File: src/rtl/hdb3_pkg.sv
// Shared symbol encoding and limits for the HDB3 dual-rail receive decoder.
// Symbols are the concatenation {ipos, ineg} sampled on each line clock.
package hdb3_pkg;

  typedef enum logic [1:0] {
    SYM_ZERO = 2'b00,
    SYM_NEG  = 2'b01,
    SYM_POS  = 2'b10,
    SYM_ILL  = 2'b11
  } sym_e;

  // A legal HDB3 line never carries more than three zeros in a row.
  localparam int ZRUN_MAX   = 4;
  localparam int LOSTHR_DEF = 255;

  typedef struct packed {
    logic mark;  // exactly one rail high
    logic pol;   // 1 = positive mark
    logic ill;   // both rails high
  } sym_t;

  function automatic sym_t classify(input sym_e sym);
    sym_t s;
    s.mark = (sym == SYM_POS) || (sym == SYM_NEG);
    s.pol  = (sym == SYM_POS);
    s.ill  = (sym == SYM_ILL);
    return s;
  endfunction

endpackage

File: src/rtl/hdb3losdt.sv
// Loss-of-signal detector: counts consecutive symbols without a mark and
// raises olos once the run reaches LOSTHR; the first mark clears it.
module hdb3losdt #(
  parameter int LOSTHR = 255
) (
  input  logic clk,
  input  logic rst,
  input  logic quiet,
  output logic olos
);

  localparam logic [7:0] THR = 8'(LOSTHR);

  logic [7:0] loscnt_q, loscnt_d;
  logic       los_q, los_d;

  always_comb begin
    loscnt_d = '0;
    if (quiet) begin
      loscnt_d = (loscnt_q == THR) ? loscnt_q : loscnt_q + 8'd1;
    end
    los_d = quiet && (loscnt_d == THR);
  end

  always_ff @(posedge clk or negedge rst) begin
    if (!rst) begin
      loscnt_q <= '0;
      los_q    <= 1'b0;
    end else begin
      loscnt_q <= loscnt_d;
      los_q    <= los_d;
    end
  end

  assign olos = los_q;

endmodule

File: src/rtl/hdb3dc.sv
// Dual-rail HDB3 decoder: strips B00V/000V substitutions, flags and counts
// code violations. Optional loss-of-signal detection under HDB3DEC_LOS_EN.
module hdb3dc
  import hdb3_pkg::*;
#(
  parameter int CVW    = 16,
  parameter int LOSTHR = LOSTHR_DEF
) (
  input  logic           clk,
  input  logic           rst,
  input  logic           ipos,
  input  logic           ineg,
  input  logic           iclr,
  output logic           odat,
  output logic           ocv,
  output logic [CVW-1:0] ocvcnt,
  output logic           olos
);

  localparam int ZW = $clog2(ZRUN_MAX + 1);
  localparam logic [ZW-1:0] ZMAX = ZW'(ZRUN_MAX);

  if (LOSTHR < 1 || LOSTHR > 255) begin : g_losthr_range
    $error("hdb3dc: LOSTHR must lie in 1..255");
  end

  sym_t sym;
  logic is_v;
  logic cv;

  logic           lastpol_q, lastpol_d;
  logic           seen_q, seen_d;
  logic           lastvpol_q, lastvpol_d;
  logic           vseen_q, vseen_d;
  logic [3:0]     sr_q, sr_d;
  logic [ZW-1:0]  zrun_q, zrun_d;
  logic           odat_q, odat_d;
  logic           ocv_q, ocv_d;
  logic [CVW-1:0] ocvcnt_q, ocvcnt_d;

  // NOTE: every signal assigned here gets a default first, so no path leaves
  // a value unassigned and no latch is inferred.
  always_comb begin
    sym        = classify(sym_e'({ipos, ineg}));
    lastpol_d  = lastpol_q;
    seen_d     = seen_q;
    lastvpol_d = lastvpol_q;
    vseen_d    = vseen_q;

    is_v = sym.mark && seen_q && (sym.pol == lastpol_q);

    if (sym.mark) begin
      lastpol_d = sym.pol;
      seen_d    = 1'b1;
    end
    if (is_v) begin
      lastvpol_d = sym.pol;
      vseen_d    = 1'b1;
    end

    // A V wipes itself and the three slots behind it (B00 or 000); the
    // oldest slot in sr[3] has already been handed to the output register.
    sr_d   = is_v ? 4'b0000 : {sr_q[2:0], sym.mark};
    odat_d = sr_q[3];

    zrun_d = '0;
    if (!sym.mark) begin
      zrun_d = (zrun_q == ZMAX) ? zrun_q : zrun_q + ZW'(1);
    end

    cv = sym.ill
       | (is_v && (sr_q[1:0] != 2'b00))
       | (is_v && vseen_q && (sym.pol == lastvpol_q))
       | (!sym.mark && (zrun_q == ZMAX - ZW'(1)));
    ocv_d = cv;

    ocvcnt_d = ocvcnt_q;
    if (iclr) begin
      ocvcnt_d = '0;
    end else if (cv && !(&ocvcnt_q)) begin
      ocvcnt_d = ocvcnt_q + CVW'(1);
    end
  end

  // NOTE: state registers use non-blocking assignments so every flop samples
  // the pre-edge value of its peers; reset is asynchronous and active-low.
  always_ff @(posedge clk or negedge rst) begin
    if (!rst) begin
      lastpol_q  <= 1'b0;
      seen_q     <= 1'b0;
      lastvpol_q <= 1'b0;
      vseen_q    <= 1'b0;
      sr_q       <= '0;
      zrun_q     <= '0;
      odat_q     <= 1'b0;
      ocv_q      <= 1'b0;
      ocvcnt_q   <= '0;
    end else begin
      lastpol_q  <= lastpol_d;
      seen_q     <= seen_d;
      lastvpol_q <= lastvpol_d;
      vseen_q    <= vseen_d;
      sr_q       <= sr_d;
      zrun_q     <= zrun_d;
      odat_q     <= odat_d;
      ocv_q      <= ocv_d;
      ocvcnt_q   <= ocvcnt_d;
    end
  end

  assign odat   = odat_q;
  assign ocv    = ocv_q;
  assign ocvcnt = ocvcnt_q;

`ifdef HDB3DEC_LOS_EN
  hdb3losdt #(
    .LOSTHR (LOSTHR)
  ) u_losdt (
    .clk   (clk),
    .rst   (rst),
    .quiet (!sym.mark),
    .olos  (olos)
  );
`else
  assign olos = 1'b0;
`endif

endmodule

File: config.mk
export PLATFORM = sky130hd
export DESIGN_NAME = hdb3dc
export DESIGN_NICKNAME = d
export VERILOG_FILES = /design/src/rtl/hdb3_pkg.sv /design/src/rtl/hdb3losdt.sv /design/src/rtl/hdb3dc.sv
export SDC_FILE = /design/constraint.sdc
export NUM_CORES = 1
export LEC_CHECK = 0
export BUFFER_PORTS_ARGS = -buffer_cell sky130_fd_sc_hd__buf_4
export CELL_PAD_IN_SITES_DETAIL_PLACEMENT = 0
export CELL_PAD_IN_SITES_GLOBAL_PLACEMENT = 1
export CORE_ASPECT_RATIO = 1.2
export CORE_MARGIN = 1.5
export CORE_UTILIZATION = 39
export DETAILED_ROUTE_END_ITERATION = 6
export GPL_ROUTABILITY_DRIVEN = 0
export PLACE_DENSITY_LB_ADDON = 0.1
export SYNTH_ARGS = -nofsm -noshare
export SYNTH_HDL_FRONTEND = slang
export SYNTH_SLANG_ARGS = --single-unit
File: constraint.sdc
create_clock -name clk -period 2 [get_ports clk]
set_clock_uncertainty 0.05 [all_clocks]
set_input_delay 0.1 -clock clk [delete_from_list [all_inputs] [get_ports clk]]
set_output_delay 0.1 -clock clk [all_outputs]
set_load 0.02 [all_outputs]
==> results.md, run 1 <==
- Most frequent cells in the layout: 40 x buf_4, 27 x dfrtp_1, 11 x a21oi_1
- Setup violators final: 0
- RR Endpoint: ocvcnt[3]
- Crit path max fanout: 6
- Post-synth EDFFs: 0
- Crit path kind: register to register
- Crit-path cells: xnor2_1, a211oi_1, o21a_4, buf_4, nor3_2, mux2_1
- P&R area growth vs syn: 29.09%
- Worst hold path cell count: 2
- Slew margin rel.: 66.49%
- # Max-Cap Violations: 0
- HPWL Detailed: ~2.5 mm
- Clock share of power: approximately a third
- Post-synth top flop: dfrtp_1
- Net Sw Power: 0.4543 mW
- Number of buffers added on ports: 22
- Net Count, Synth: about 160
- Initial core utilization: 41.46%
- Crit path capture type: register
- Largest net degree at the start of global routing: 30
- Placeable Area: 0.003694 mm²
- Post-synth top area share: ~47%
- Die width: 60.21 µm
- WP data required: 2110 ps
- Mean routed wirelength per cell: around 15 µm
- FMAX: 0.5345 GHz
- Most common cell after layout, fill and taps aside: buf_4
- Met2 WL post-DR: 1.983 mm
- CTS sink cnt: 29
- GRT Util Overall: 18.71%
- Io pins: 24
- Nets: 200
- Initial antenna violation count: 0
- CP arrival: 1980 ps
- Post-Route WL: 3.603 mm
- Pwr per Cell Area: 790.4 mW/mm²
- CP Launch Type: register
- First-pass DRT Iterations: 4
- Reg2reg start: lastvpol_q
- Design Power: 1.563 mW
- Period Utilization, post-route: 93.54%
- Endpoints failing hold: 0
- Largest register FFs: 16
- Reg power frac: about 44%
- Grt ovf: 0
- TritonCTS clock tree: yes
- Via count: 1292
- Cell variety after synth: 43
- Min-Delay Path Class: input port to register
- Top post-synthesis cells by area: dfrtp_1 47%, ha_1 4.9%, a21oi_1 3.9%
- Synth warn: 0
- First-pass GRT wire length: 5.913 mm
- Highest metal used: met4
- Sequential fraction of the synthesis area: 47.39%
- DRC viols: 0
- DRT met1 WL: 1.492 mm
- Worst min-delay path startpoint: iclr
- Die height: ~72 µm
- Clock tree buffer depth: 2
- Latest clock arrival within the worst-skew pair: 280 ps
- Number of synthesized register bits: 29
- DRT antenna net count: 0
- Final min period: between 1500 and 2000 ps
- Met3 Wirelength: 101 µm
- Routed vias/inst: ~5.3
- Die ar.: 0.004313 mm²
- Largest area contributor in the synthesized netlist: dfrtp_1
- Number of global-route vias before repair: about 1300
- Sw frac: 29.08%
- # H-tree levels: 2
- Slowest cell on crit path: a211oi_1
- Gate Count Post-Synth: 148
- Fill cell count: 354
- FFs w/ async S/R, synth: 100.0%
- Static Leak: 0.9065 nW
- Ratio of cells with drive above 1 in the final layout: between 30% and 40%
- CTS root buf: clkbuf_8
- Status: finished clean
- Reg2Reg Depth: 6
- 1st-iter DRT viols: 54
- RSZ-0062 raised after global routing: false
- Placed cell area: 0.001834 mm²
- Total CTS buffers: 5
- Clock transition at path regs: 70 ps
- Internal power: 1.108 mW
- Hold endpoint: ocvcnt[11]
- N_diodes: 0
- Worst Max-Slew Pin Slew: 499.6 ps
- Max-slew violation count: 0
- # rows: 24
- Combinational fraction of design power: 22.2%
- Worst R2R Setup Slack: 130 ps
- Post-Syn Area per Cell: 10.35 µm²
- Final instance area: 0.001977 mm²
- Critical path's largest stage delay: roughly 470 ps
- VDD IR-drop max: about 0.44 mV
- Post-Syn Area: 0.001531 mm²
cells in the mapped netlist (4+ instances only):
| cell | instances |
|---|---|
| a21oi_1 | 12 |
| and2_1 | 8 |
| and3_1 | 4 |
| and4_1 | 4 |
| clkbuf_1 | 4 |
| dfrtp_1 | 29 |
| ha_1 | 6 |
| inv_1 | 4 |
| nand2_1 | 4 |
| nand3_1 | 8 |
| nand4_1 | 6 |
| o21ai_0 | 8 |
| or3_1 | 7 |
worst max-delay path: cells and delay by family (launching register included):
kind                   cells  cell delay (ps)
multiplexers               1              300
XOR/XNOR                   1              120
flip-flops                 1              380
buffers and inverters      1              150
AND/OR/NAND/NOR            1               50
AO/OA/AOI/OAI              2              700
power groups by stage:
stage          Clock [mW]  Combinational (mW)  Sequential (mW)
2_1_floorplan           0               0.196            0.706
3_3_place_gp            0               0.301            0.687
3_5_place_dp            0               0.317            0.690
4_1_cts             0.550               0.338            0.680
5_1_grt             0.580               0.389            0.687
6_report            0.536               0.346            0.680
through the flow:
stage | util (%) | instances | worst slack [ps] | hold WS [ps] | TNS, ps
2_1_floorplan | - | 148 | 58.55 | -245.6 | 0
3_3_place_gp | 49.66 | 230 | 18.98 | -1.114 | 0
3_5_place_dp | 49.66 | 230 | -20.91 | -3.108 | -20.91
4_1_cts | 53.01 | 240 | 68.16 | 78.16 | 0
5_1_grt | 53.52 | 242 | 47.81 | 93.60 | 0
6_report | 53.52 | 242 | 129.2 | 81.03 | 0
logic make-up (layout without fill, tap and decap cells):
logic type | Yosys count | after routing | synth area share [%]
AND/OR/NAND/NOR | 60 | 60 | 24.67
AO/OA/AOI/OAI | 31 | 32 | 12.58
flip-flops | 29 | 29 | 47.39
buffers and inverters | 14 | 55 | 5.064
adder cells (fa/ha/maj) | 6 | 6 | 4.902
multiplexers | 4 | 4 | 2.941
XOR/XNOR | 3 | 3 | 2.206
other | 1 | 1 | 0.2449
how the worst max path moves through the flow:
stage          startpoint         end  slack, ps  cells past startpoint
2_1_floorplan   ocvcnt[0]   ocvcnt[8]         60                      6
3_3_place_gp    zrun_q[0]   ocvcnt[8]         20                      7
3_5_place_dp    zrun_q[1]   ocvcnt[8]        -20                      7
4_1_cts         zrun_q[1]   ocvcnt[8]         70                      7
5_1_grt         zrun_q[1]  ocvcnt[14]         50                      7
6_report       lastvpol_q   ocvcnt[3]        130                      6
final cells by class:
cell class	instances	area (µm²)	share of cell area [%]
Clock buffer	7	96.34	4.873
Clock inverter	1	5.005	0.2532
Inverter	6	27.53	1.392
Multi-Input combinational cell	106	744.5	37.66
Sequential cell	29	728.2	36.84
Tap cell	52	65.06	3.291
Timing Repair Buffer	41	310.3	15.70
per-layer routing:
layer	vias to the layer above	global-route usage, %
met1	643	21.22
met3	4	5.415
met4	0	6.420
li1	623	-
met5	-	0
met2	22	32.73
what timing repair did:
action	4_1_cts	5_1_grt
resized for setup	1	1
gates cloned	1	0
buffers inserted	0	2
endpoints found under the setup margin	1	5
hold buffers	1	0
endpoints found under the hold margin	29	0
No activity file was read; power rests on OpenSTA's default activity.
==> run 2: changes to the inputs <==
Settings changed: SETUP_SLACK_MARGIN set to 0.2.
==> results.md, run 2 (synthesis gave the netlist of run 1 again) <==
- WP data required: 2120 ps
- Clock tree buffer depth: 2
- Total CTS buffers: 5
- Nets: about 200
- Routed vias/inst: 5.365
- TritonCTS clock tree: yes
- Endpoints failing hold: 0
- Max-slew violation count: 0
- Io pins: 24
- Ratio of cells with drive above 1 in the final layout: 39.68%
- DRT antenna net count: 0
- Worst R2R Setup Slack: 180 ps
- Number of buffers added on ports: 22
- Die ar.: between 0.004 and 0.005 mm²
- Crit-path cells: ha_4, nand4_1, or4_2, nand3_1, nor4_1, o21bai_1
- Initial antenna violation count: 0
- GRT Util Overall: between 15 and 20%
- Largest net degree at the start of global routing: 30
- Most common cell after layout, fill and taps aside: buf_4
- First-pass DRT Iterations: 4
- Setup violators final: 0
- # rows: 24
- Largest register FFs: 16
- Number of global-route vias before repair: 1266
- 1st-iter DRT viols: 65
- CP Launch Type: register
- Die width: between 60 and 70 µm
- Critical path's largest stage delay: 640 ps
- Design Power: 1.515 mW
- Crit path kind: register to register
- VDD IR-drop max: 0.5043 mV
- Setup TNS: 0 ps
- Initial core utilization: 41.46%
- Static Leak: roughly 0.9 nW
- CTS root buf: clkbuf_8
- Bufs and invs on worst path: 0
- Period Utilization, post-route: between 90% and 100%
- Slowest cell on crit path: or4_2
- Clock transition at path regs: ~70 ps
- DRC viols: 0
- FMAX: roughly 0.55 GHz
- Pwr per Cell Area: roughly 750 mW/mm²
- Fill cell count: 348
- HPWL Detailed: 2.369 mm
- Crit path capture type: register
- RSZ-0062 raised after global routing: true
- CTS sink cnt: 29
- N_diodes: 0
- Die height: between 70 and 80 µm
- Critical path's top delay family: simple AND/OR/NAND/NOR gates
- Placeable Area: 0.003694 mm²
- Final min period: 1824 ps
- Multi-input combinational cell area: 797.0 µm²
- Status: finished clean
- Mean routed wirelength per cell: 14.27 µm
- Min-Delay Path Class: input port to register
- Hold WS: roughly 88 ps
- Grt ovf: 0
- # H-tree levels: 2
- Fin util: between 50% and 60%
- Latest clock arrival within the worst-skew pair: about 280 ps
- CP arrival: 1940 ps
- Most frequent cells in the layout: 37 x buf_4, 19 x dfrtp_1, 10 x a21oi_1, 10 x dfrtp_2
- First-pass GRT wire length: 5.575 mm
- Crit path max fanout: 6
- # Max-Cap Violations: 0
- Post-Route WL: 3.440 mm
- Seq. cell area: 738.2 µm²
- Via count: 1293
- P&R area growth vs syn: 32.35%
[run 2: final timing paths]
kind,startpoint,to,cells past startpoint
min in group asynchronous,rst,ocvcnt[9],2
max in group asynchronous,rst,ocvcnt[2],2
min,iclr,ocvcnt[9],2
min reg2reg,sr_q[3],odat,0
max reg2reg,ocvcnt[0],ocvcnt[7],6
max,ocvcnt[0],ocvcnt[7],6
[run 2: final cells by class]
| cell class | count | area share [%] |
|---|---|---|
| clock buffers | 5 | 3.395 |
| repair buffers | 40 | 15.31 |
| well taps | 52 | 3.210 |
| flip-flops and latches | 29 | 36.42 |
| multi-input cells | 106 | 39.32 |
| inverters | 6 | 1.481 |
| clock inverters | 3 | 0.8642 |
[run 2: stage by stage]
step	cell area (µm²)	setup WS, ps	instances
3_5_place_dp	1813	-5.403	224
6_report	2027	176.0	241
4_1_cts	1959	189.3	237
2_1_floorplan	1558	190.7	148
5_1_grt	2027	86.33	241
3_3_place_gp	1813	9.190	224
[run 2: metal layers]
metal | global-route usage, % | up-vias | wire length [µm]
li1 | - | 620 | -
met1 | 19.19 | 630 | 1364
met2 | 29.95 | 41 | 1910
met3 | 4.693 | 2 | 151
met4 | 6.420 | 0 | 13
met5 | 0 | - | 0
[run 2: power by group]
group | internal [mW] | switching (mW) | total (mW)
clock network | 0.239 | 0.221 | 0.460
logic | 0.176 | 0.187 | 0.363
registers | 0.646 | 0.0465 | 0.692
[run 2: timing repair]
| action | 4_1_cts | 5_1_grt |
|---|---|---|
| cloned | 0 | 1 |
| setup endpoints to repair | 14 | 12 |
| setup buffers | 4 | 3 |
| pin swaps | 6 | 5 |
| hold buffers | 1 | 0 |
| hold endpoints to repair | 29 | 0 |
| gates resized for setup | 4 | 10 |
